File: config.mk
export PLATFORM = sky130hd
export DESIGN_NAME = sample_stream_fifo
export DESIGN_NICKNAME = d
export VERILOG_FILES = /design/src/rtl/sample_stream_fifo.sv
export SDC_FILE = /design/constraint.sdc
export NUM_CORES = 1
export LEC_CHECK = 0
export ABC_CLOCK_PERIOD_IN_PS = 3300
export CAP_MARGIN = 0
export CORE_ASPECT_RATIO = 1.2
export CORE_MARGIN = 4
export CORE_UTILIZATION = 51
export CTS_BUF_LIST = sky130_fd_sc_hd__clkbuf_2
export CTS_CLUSTER_SIZE = 8
export DETAILED_ROUTE_END_ITERATION = 8
export PLACE_DENSITY = 0.86
export REMOVE_ABC_BUFFERS = 1
export SLEW_MARGIN = 20
export SYNTH_ARGS = -nofsm -noshare
export SYNTH_HDL_FRONTEND = slang
export SYNTH_SLANG_ARGS = --single-unit
File: constraint.sdc
create_clock -name clk -period 3.3 [get_ports clk]
set_input_delay 0.33 -clock clk [delete_from_list [all_inputs] [get_ports clk]]
set_output_delay 0.33 -clock clk [all_outputs]
set_load 0.005 [all_outputs]
File: src/rtl/sample_stream_fifo.sv
// sample_stream_fifo
//   Parametrised ready/valid stream buffer. Stores up to DEPTH words and
//   replays them in order under backpressure. The data output is registered,
//   and an empty buffer passes a pushed word straight to the head register.
//   Occupancy and wrap-around transfer counters are exposed for inspection.
// Ports:
//   clk, rst            clock; asynchronous active-high reset
//   stream_in_*         producer side (valid/ready/data), ready registered
//   stream_out_*        consumer side (valid/ready/data), valid+data registered
//   flush               synchronous discard of all stored words
//   level               number of stored words
//   count_in/count_out  accepted input / completed output transfers (wrap)
module sample_stream_fifo #(
  parameter int unsigned DATA_WIDTH  = 8,
  parameter int unsigned DEPTH       = 4,
  parameter int unsigned COUNT_WIDTH = 16
) (
  input  logic                       clk,
  input  logic                       rst,
  input  logic                       stream_in_valid,
  output logic                       stream_in_ready,
  input  logic [DATA_WIDTH-1:0]      stream_in_data,
  output logic                       stream_out_valid,
  input  logic                       stream_out_ready,
  output logic [DATA_WIDTH-1:0]      stream_out_data,
  input  logic                       flush,
  output logic [$clog2(DEPTH+1)-1:0] level,
  output logic [COUNT_WIDTH-1:0]     count_in,
  output logic [COUNT_WIDTH-1:0]     count_out
);

  localparam int unsigned LW = $clog2(DEPTH + 1);
  localparam int unsigned PW = $clog2(DEPTH);

  typedef enum logic [1:0] {
    IN_RESET = 2'd0,
    RELEASE  = 2'd1,
    RUN      = 2'd2
  } rst_state_e;

  rst_state_e state_q, state_d;

  logic [DATA_WIDTH-1:0]  mem_q [DEPTH];
  logic [PW-1:0]          wr_ptr_q, wr_ptr_d;
  logic [PW-1:0]          rd_ptr_q, rd_ptr_d;
  logic [PW-1:0]          rd_next;
  logic [LW-1:0]          level_q, level_d;
  logic                   in_ready_q, in_ready_d;
  logic                   out_valid_q, out_valid_d;
  logic [DATA_WIDTH-1:0]  out_data_q, out_data_d;
  logic [COUNT_WIDTH-1:0] count_in_q, count_in_d;
  logic [COUNT_WIDTH-1:0] count_out_q, count_out_d;
  logic                   push, pop;

  always_comb begin
    push        = stream_in_valid && in_ready_q && !flush && (state_q != IN_RESET);
    pop         = out_valid_q && stream_out_ready && !flush;
    rd_next     = rd_ptr_q + PW'(1);

    state_d     = state_q;
    wr_ptr_d    = wr_ptr_q;
    rd_ptr_d    = rd_ptr_q;
    level_d     = level_q;
    out_data_d  = out_data_q;
    count_in_d  = count_in_q;
    count_out_d = count_out_q;

    unique case (state_q)
      IN_RESET: state_d = RELEASE;
      RELEASE:  state_d = RUN;
      RUN:      state_d = RUN;
      default:  state_d = IN_RESET;
    endcase

    if (flush) begin
      wr_ptr_d = '0;
      rd_ptr_d = '0;
      level_d  = '0;
    end else begin
      if (push) wr_ptr_d = wr_ptr_q + PW'(1);
      if (pop)  rd_ptr_d = rd_next;
      level_d     = level_q + LW'(push) - LW'(pop);
      count_in_d  = count_in_q + COUNT_WIDTH'(push);
      count_out_d = count_out_q + COUNT_WIDTH'(pop);
      // Head register update. A pushed word becomes the head when the buffer
      // was empty, or when the single stored word leaves in the same cycle
      // (the write slot then equals rd_next but is not yet written).
      if (level_d != '0) begin
        if (level_q == '0)
          out_data_d = stream_in_data;
        else if (pop && level_q == LW'(1))
          out_data_d = stream_in_data;
        else if (pop)
          out_data_d = mem_q[rd_next];
      end
    end

    in_ready_d  = (level_d != LW'(DEPTH));
    out_valid_d = (level_d != '0);
  end

  always_ff @(posedge clk or posedge rst) begin
    if (rst) begin
      state_q     <= IN_RESET;
      wr_ptr_q    <= '0;
      rd_ptr_q    <= '0;
      level_q     <= '0;
      in_ready_q  <= 1'b0;
      out_valid_q <= 1'b0;
      out_data_q  <= '0;
      count_in_q  <= '0;
      count_out_q <= '0;
    end else begin
      state_q     <= state_d;
      wr_ptr_q    <= wr_ptr_d;
      rd_ptr_q    <= rd_ptr_d;
      level_q     <= level_d;
      in_ready_q  <= in_ready_d;
      out_valid_q <= out_valid_d;
      out_data_q  <= out_data_d;
      count_in_q  <= count_in_d;
      count_out_q <= count_out_d;
    end
  end

  // Storage has no reset; contents are only meaningful below level.
  always_ff @(posedge clk) begin
    if (push) mem_q[wr_ptr_q] <= stream_in_data;
  end

  assign stream_in_ready  = in_ready_q;
  assign stream_out_valid = out_valid_q;
  assign stream_out_data  = out_data_q;
  assign level            = level_q;
  assign count_in         = count_in_q;
  assign count_out        = count_out_q;

endmodule

==> metrics, run 1 <==
status=completed; Hold Vio Cnt, Final=0; top-area cell type share of the netlist area=36.0%; worst r2r src=state_q[0]; r2r worst-path depth=13; Syn Area/Cell=14.5 um^2; top cells by area, synth=dfrtp_1 36%, edfxtp_1 27%, mux4_2 5.1%, xnor2_1 4.7%, ha_1 3.9%; Fmax achieved=around 330 MHz; Num CTS Buffers=9; clk_lat worst skew=0.51 ns; distinct cell type count of the synthesized netlist=37; startpoint types=flop; CTS sink cnt=83; Critical Setup Path Class=flop to flop; max_cap viols=0; initial antenna violation count=0; post-DP HPWL=4610 um; CP Capture Point=stream_out_data[2]; Residual DRC=0; FP Rows=33; cell accounting for the most synthesized area=dfrtp_1; post-DR vias/cell=5.27; # IOs=between 50 and 60; CP endpoint kind=flop; crit path from=state_q[0]; fin area=4330 um^2; TritonCTS clock tree=done; WL final=6520 um; synthesis-stage register bit count=83; Lkg Pwr=1.80 nW; Synth Flop Type=dfrtp_1; min Tclk post-route=3.01 ns; fin crit share=91.1%; PortBufs=57; Die Span X=84.1 um; Layout Nets=336; placed inst area=~4200 um^2; P per Cell Area=607 nW/um^2; Place WS=0.0607 ns; Slew HR=42.3%; Syn Inst Count=between 200 and 250; CORE AREA=between 6000 and 7000 um^2; pin count of the biggest net entering global routing=between 50 and 60; DRT iter0 DRCs=roughly 160; DR pass1 iterations=4; Clock transition at path regs=0.21 ns; first-pass GRT wire length=11100 um; RSZ-0062 raised after global routing=no; Worst Setup Slack, final=0.295 ns; mapped cell area=3550 um^2; share of cells above drive strength 1=about 12%; post-CTS setup buffers=0; die area=8360 um^2; CP Data Required Time=3.74 ns; count of final max-slew check failures=0; Post-synth EDFFs=32; # hold bufs at CTS=0; Total GRT Usage=17.1%; root buffer cell=clkbuf_2; CP Max Fanout=16; type of the most critical hold path=input port to async pin; Final setup viols=0; Crit path arrival time=3.45 ns; number of global-route vias before repair=2271; Seq/Total Area, Yosys=63.1%; Overflow after GRT=0; drt wl/cell=between 15 and 20 um; reg-to-reg slack, setup=0.29 ns; H-tree depth=3; DRT antenna net count=0; Ant. Diodes=0; reg2reg end=stream_out_data[2]; Clock Path Buffers=2; setup TNS=0 ns; Initial Utilization=52.0%; GP Congestion=0.815; Die Y=99.3 um; post-cts sizing count=0; asr flop ratio synth=61.4%; via count=roughly 2100; peak supply drop=between 400 and 500 uV; clock skew=around 0.036 ns; measured slew at the worst slew-check pin=between 0.8 and 0.9 ns; Layout area overhead=22.1%; yosys warns=0
-- synthesized netlist by cell type (7+ instances only) --
cell      number
a21oi_1        7
nor2_1        22
xnor2_1       19
ha_1          11
nand2_1       11
inv_1          8
mux4_2         8
nand3_1       10
dfrtp_1       51
edfxtp_1      32
mux2i_1        8
xor2_1        11
-- layer usage --
layer,share of wire (%),global-route usage [%],vias to the layer above
li1,-,-,999
met1,43,22.1,1057
met2,51,27.3,58
met3,4.8,4.72,10
met4,1.5,7.05,0
met5,0,0,-
-- state kept, by name (all words and copies together), names as in the netlist --
name              cells
rd_ptr_q              2
level                 3
stream_out_data       8
count_out            16
stream_in_ready       1
count_in             16
stream_out_valid      1
mem_q                32
state_q               2
wr_ptr_q              2
-- worst min path at each step --
stage | startpoint | endpoint | slack [ns] | cells after the start
5_1_grt | rst | stream_out_data[4] | 0.28 | 2
2_1_floorplan | flush | stream_out_valid | 0.39 | 1
4_1_cts | rst | count_out[14] | 0.35 | 2
3_3_place_gp | count_out[15] | count_out[15] | 0.46 | 1
6_report | rst | stream_out_data[3] | 0.25 | 2
3_5_place_dp | count_out[15] | count_out[15] | 0.46 | 1
-- logic make-up after synthesis --
logic type               Yosys count  synth area share [%]
flip-flops                        83                  63.1
adder cells (fa/ha/maj)           12                  4.45
AND/OR/NAND/NOR                   71                  10.5
multiplexers                      21                  8.93
buffers and inverters             14                  1.73
AO/OA/AOI/OAI                     13                  3.21
XOR/XNOR                          31                  8.08
-- layout make-up --
cell class              instances  area (um^2)
fillers                       538         2480
flip-flops and latches         83         2240
multi-input cells             148         1250
repair buffers                 61          601
well taps                      87          109
clock buffers                  12         60.1
clock inverters                 4         45.0
inverters                       8         31.3
-- report_power, final --
part	internal [W]	switching, W	leakage (nW)
clock	0.000181	0.000322	0.0699
combinational	0.000441	0.000333	0.783
sequential	0.00122	0.000134	0.948
-- critical path: stages (launching register included) --
cell,delay (ns)
dfrtp_1,0.37
inv_1,0.05
ha_1,0.21
nor4bb_1,0.44
nor2_1,0.15
a21o_1,0.19
ha_1,0.17
inv_1,0.06
fa_1,0.42
nor2b_1,0.20
a221oi_4,0.25
buf_4,0.25
nor2_1,0.06
a21oi_1,0.14
-- metrics by stage --
| step | hold WS [ns] | total power, W | util (%) | instances |
|---|---|---|---|---|
| 5_1_grt | 0.280 | 0.00280 | 63.6 | 403 |
| 3_5_place_dp | 0.463 | 0.00216 | 62.0 | 387 |
| 6_report | 0.248 | 0.00263 | 63.6 | 403 |
| 4_1_cts | 0.353 | 0.00266 | 63.5 | 403 |
| 3_3_place_gp | 0.456 | 0.00212 | 62.0 | 387 |
| 2_1_floorplan | 0.393 | 0.00178 | - | 239 |
-- cells in the final DEF, fill, tap and decap left out, types with 8 or more instances in the layout --
cell type | synthesis | layout
clkbuf_2 | 0 | 12
clkdlybuf4s50_1 | 0 | 57
dfrtp_1 | 51 | 51
edfxtp_1 | 32 | 32
ha_1 | 11 | 11
mux2i_1 | 8 | 8
mux4_2 | 8 | 8
nand2_1 | 11 | 11
nand3_1 | 10 | 10
nor2_1 | 22 | 22
xnor2_1 | 19 | 19
xor2_1 | 11 | 11
(Power assumes the default switching activity.)
==> run 2, diff against run 1 <==
DONT_BUFFER_PORTS = 1   (was not set)
PLACE_DENSITY = 0.75   (was 0.86)
SKIP_LAST_GASP = 1   (was not set)
==> metrics, run 2 (synthesized netlist as in run 1, its figures left out) <==
startpoint types=flop; Residual DRC=0 (unchanged); DRT antenna net count=0 (unchanged); Max stage delay on crit path=0.41 ns (-0.03 ns); first-pass GRT wire length=10500 um (-5.7%); Layout area overhead=9.14%; Die Span X=84.1 um (unchanged); RSZ-0062 raised after global routing=no; status=completed; CP Capture Point=stream_out_data[5]; Lkg Pwr=1.64 nW (-9.1%); measured slew at the worst slew-check pin=0.893 ns (+0.0273 ns); critical path depth=14 (+1); TritonCTS clock tree=done; CP Data Required Time=3.75 ns (about the same); Layout Nets=287 (-15%); setup TNS=0 ns (unchanged); DRT iter0 DRCs=43 (-73%); count of final max-slew check failures=0 (unchanged); Die Y=99.3 um (unchanged); type of the most critical hold path=input port to flop; WL final=6360 um (-2.4%); max_cap viols=0 (unchanged); worst r2r src=state_q[0]; Slew HR=40.4% (-1.9 points); H-tree depth=3 (unchanged); peak supply drop=366 uV (-26%); # IOs=58 (unchanged); Crit path max-delay family=adder cells; Total GRT Usage=16.6% (-0.44 points); commonest cells after routing, fill and taps aside=51 x dfrtp_1, 32 x edfxtp_1, 22 x nor2_1; via count=1953 (-8.1%); post-DP HPWL=4250 um (-7.8%); Initial Utilization=52.0% (unchanged); GP Congestion=0.721 (-12%); logic gate share of total power=21.3% (-8.1 points); FP Rows=33 (unchanged); CTS sink cnt=83 (unchanged); post-cts sizing count=0 (unchanged); min Tclk post-route=2.92 ns (-0.0890 ns); reg2reg end=stream_out_data[5]; Sw Ratio=30.6% (+0.68 points); PortBufs=0 (-100%); share of cells above drive strength 1=13.5% (+1.5 points); Crit path arrival time=3.36 ns (-0.09 ns); drt wl/cell=18.0 um (+11%); Clock transition at path regs=0.20 ns (about the same); placed inst area=3640 um^2 (-14%); post-DR vias/cell=5.52 (+4.7%); root buffer cell=clkbuf_2; Largest register FFs=32 (unchanged); Sequential Power Share=55.5% (+4.0 points); CP Buf/Inv Count=4 (+1); fin crit share=88.4% (-2.7 points); largest register by flop count=mem_q; Clk pwr share=23.1% (+4.0 points); number of global-route vias before repair=2090 (-8.0%); initial antenna violation count=0 (unchanged); clk_lat worst skew=0.53 ns (+0.02 ns); Clock Path Buffers=2 (unchanged); CP endpoint kind=flop; Critical-path top delay cell=fa_1; NetSw=0.000765 W (-3.0%); P per Cell Area=645 nW/um^2 (+6.1%); Fmax achieved=343 MHz (+3.1%); Num CTS Buffers=9 (unchanged); Overflow after GRT=0 (unchanged); CORE AREA=6810 um^2 (unchanged); reg-to-reg slack, setup=0.38 ns (+0.09 ns); CP Max Fanout=16 (unchanged); commonest non-fill, non-tap cell in the layout=dfrtp_1; Tot Pwr=0.00250 W (-5.1%); Cell Int Power=0.00173 W (-6.1%); die area=8360 um^2 (unchanged); DR pass1 iterations=4 (unchanged); clock skew=0.0347 ns (-0.000915 ns); Critical Setup Path Class=flop to flop; crit path from=state_q[0]; Hold Vio Cnt, Final=0 (unchanged); pin count of the biggest net entering global routing=52 (unchanged); Final setup viols=0 (unchanged); r2r worst-path depth=14 (+1); Ant. Diodes=0 (unchanged); fin area=3870 um^2 (-11%); critical path cell sequence=inv_1 > ha_1 > nor4bb_1 > buf_4 > nor2_1 > a21o_1 > ha_1 > inv_1 > fa_1 > nor2b_1 > a221oi_4 > buf_4 > nor2_1 > a21oi_1
==> run 2: cell types whose count changed in the layout (fill, tap and decap cells not counted), sizes merged <==
| cell | before | now |
|---|---|---|
| buf | 4 | 2 |
| bufinv | 1 | 2 |
| clkbuf | 12 | 10 |
| clkdlybuf4s50 | 57 | 0 |
| clkinv | 2 | 4 |
| clkinvlp | 1 | 0 |
| dlygate4sd3 | 0 | 10 |
==> run 2: layout make-up <==
class,count,area (um^2)
fillers,574,2940
flip-flops and latches,83,2240
well taps,87,109
clock inverters,6,80.1
repair buffers,12,115
clock buffers,10,50.0
multi-input cells,148,1250
inverters,8,31.3
==> run 2: worst reg2reg max path: cells and delay by family (launching register included) <==
family,cells,cell delay [ns]
AO/OA/AOI/OAI,3,0.54
buffers and inverters,4,0.58
flip-flops,1,0.37
adder cells (fa/ha/maj),3,0.77
AND/OR/NAND/NOR,4,0.60
==> run 2: power groups by stage <==
stage                     logic [W]  clock network (W)  registers [W]
final                      0.000532           0.000578        0.00139
after global routing       0.000600           0.000639        0.00141
after CTS                  0.000542           0.000598        0.00139
after detailed placement   0.000523                  0        0.00141
after global placement     0.000500                  0        0.00141
after floorplan            0.000422                  0        0.00136
==> run 2: worst min-delay path by stage <==
| stage | slack (ns) | cells after the start | startpoint | to |
|---|---|---|---|---|
| finish | 0.05 | 2 | flush | count_in[3] |
| global route | 0.009 | 2 | flush | wr_ptr_q[0] |
| CTS | 0.01 | 2 | flush | count_in[3] |
| detailed placement | 0.40 | 1 | flush | stream_out_valid |
| global placement | 0.40 | 1 | flush | level[0] |
| floorplan | 0.39 | 1 | flush | stream_out_valid |
==> run 2: metrics by stage <==
stage          instances  hold WS (ns)  util, %  setup WS (ns)
6_report             354        0.0483     56.8          0.384
5_1_grt              354       0.00948     56.8          0.127
4_1_cts              354       0.00998     56.8          0.348
3_5_place_dp         328         0.400     53.4          0.419
3_3_place_gp         328         0.401     53.4          0.516
2_1_floorplan        239         0.393        -       -0.00938
==> run 2: what timing repair did <==
| action | 4_1_cts | 5_1_grt |
|---|---|---|
| hold buffers | 10 | 0 |
| hold endpoints to repair | 106 | 0 |
| setup buffers | 0 | 0 |
==> run 2: per-layer routing <==
layer	vias up	share of wire [%]	GRT usage, %
met1	980	38	18.3
met5	-	0	0
li1	904	-	-
met3	12	7.3	6.13
met4	0	2.4	8.54
met2	57	52	28.1
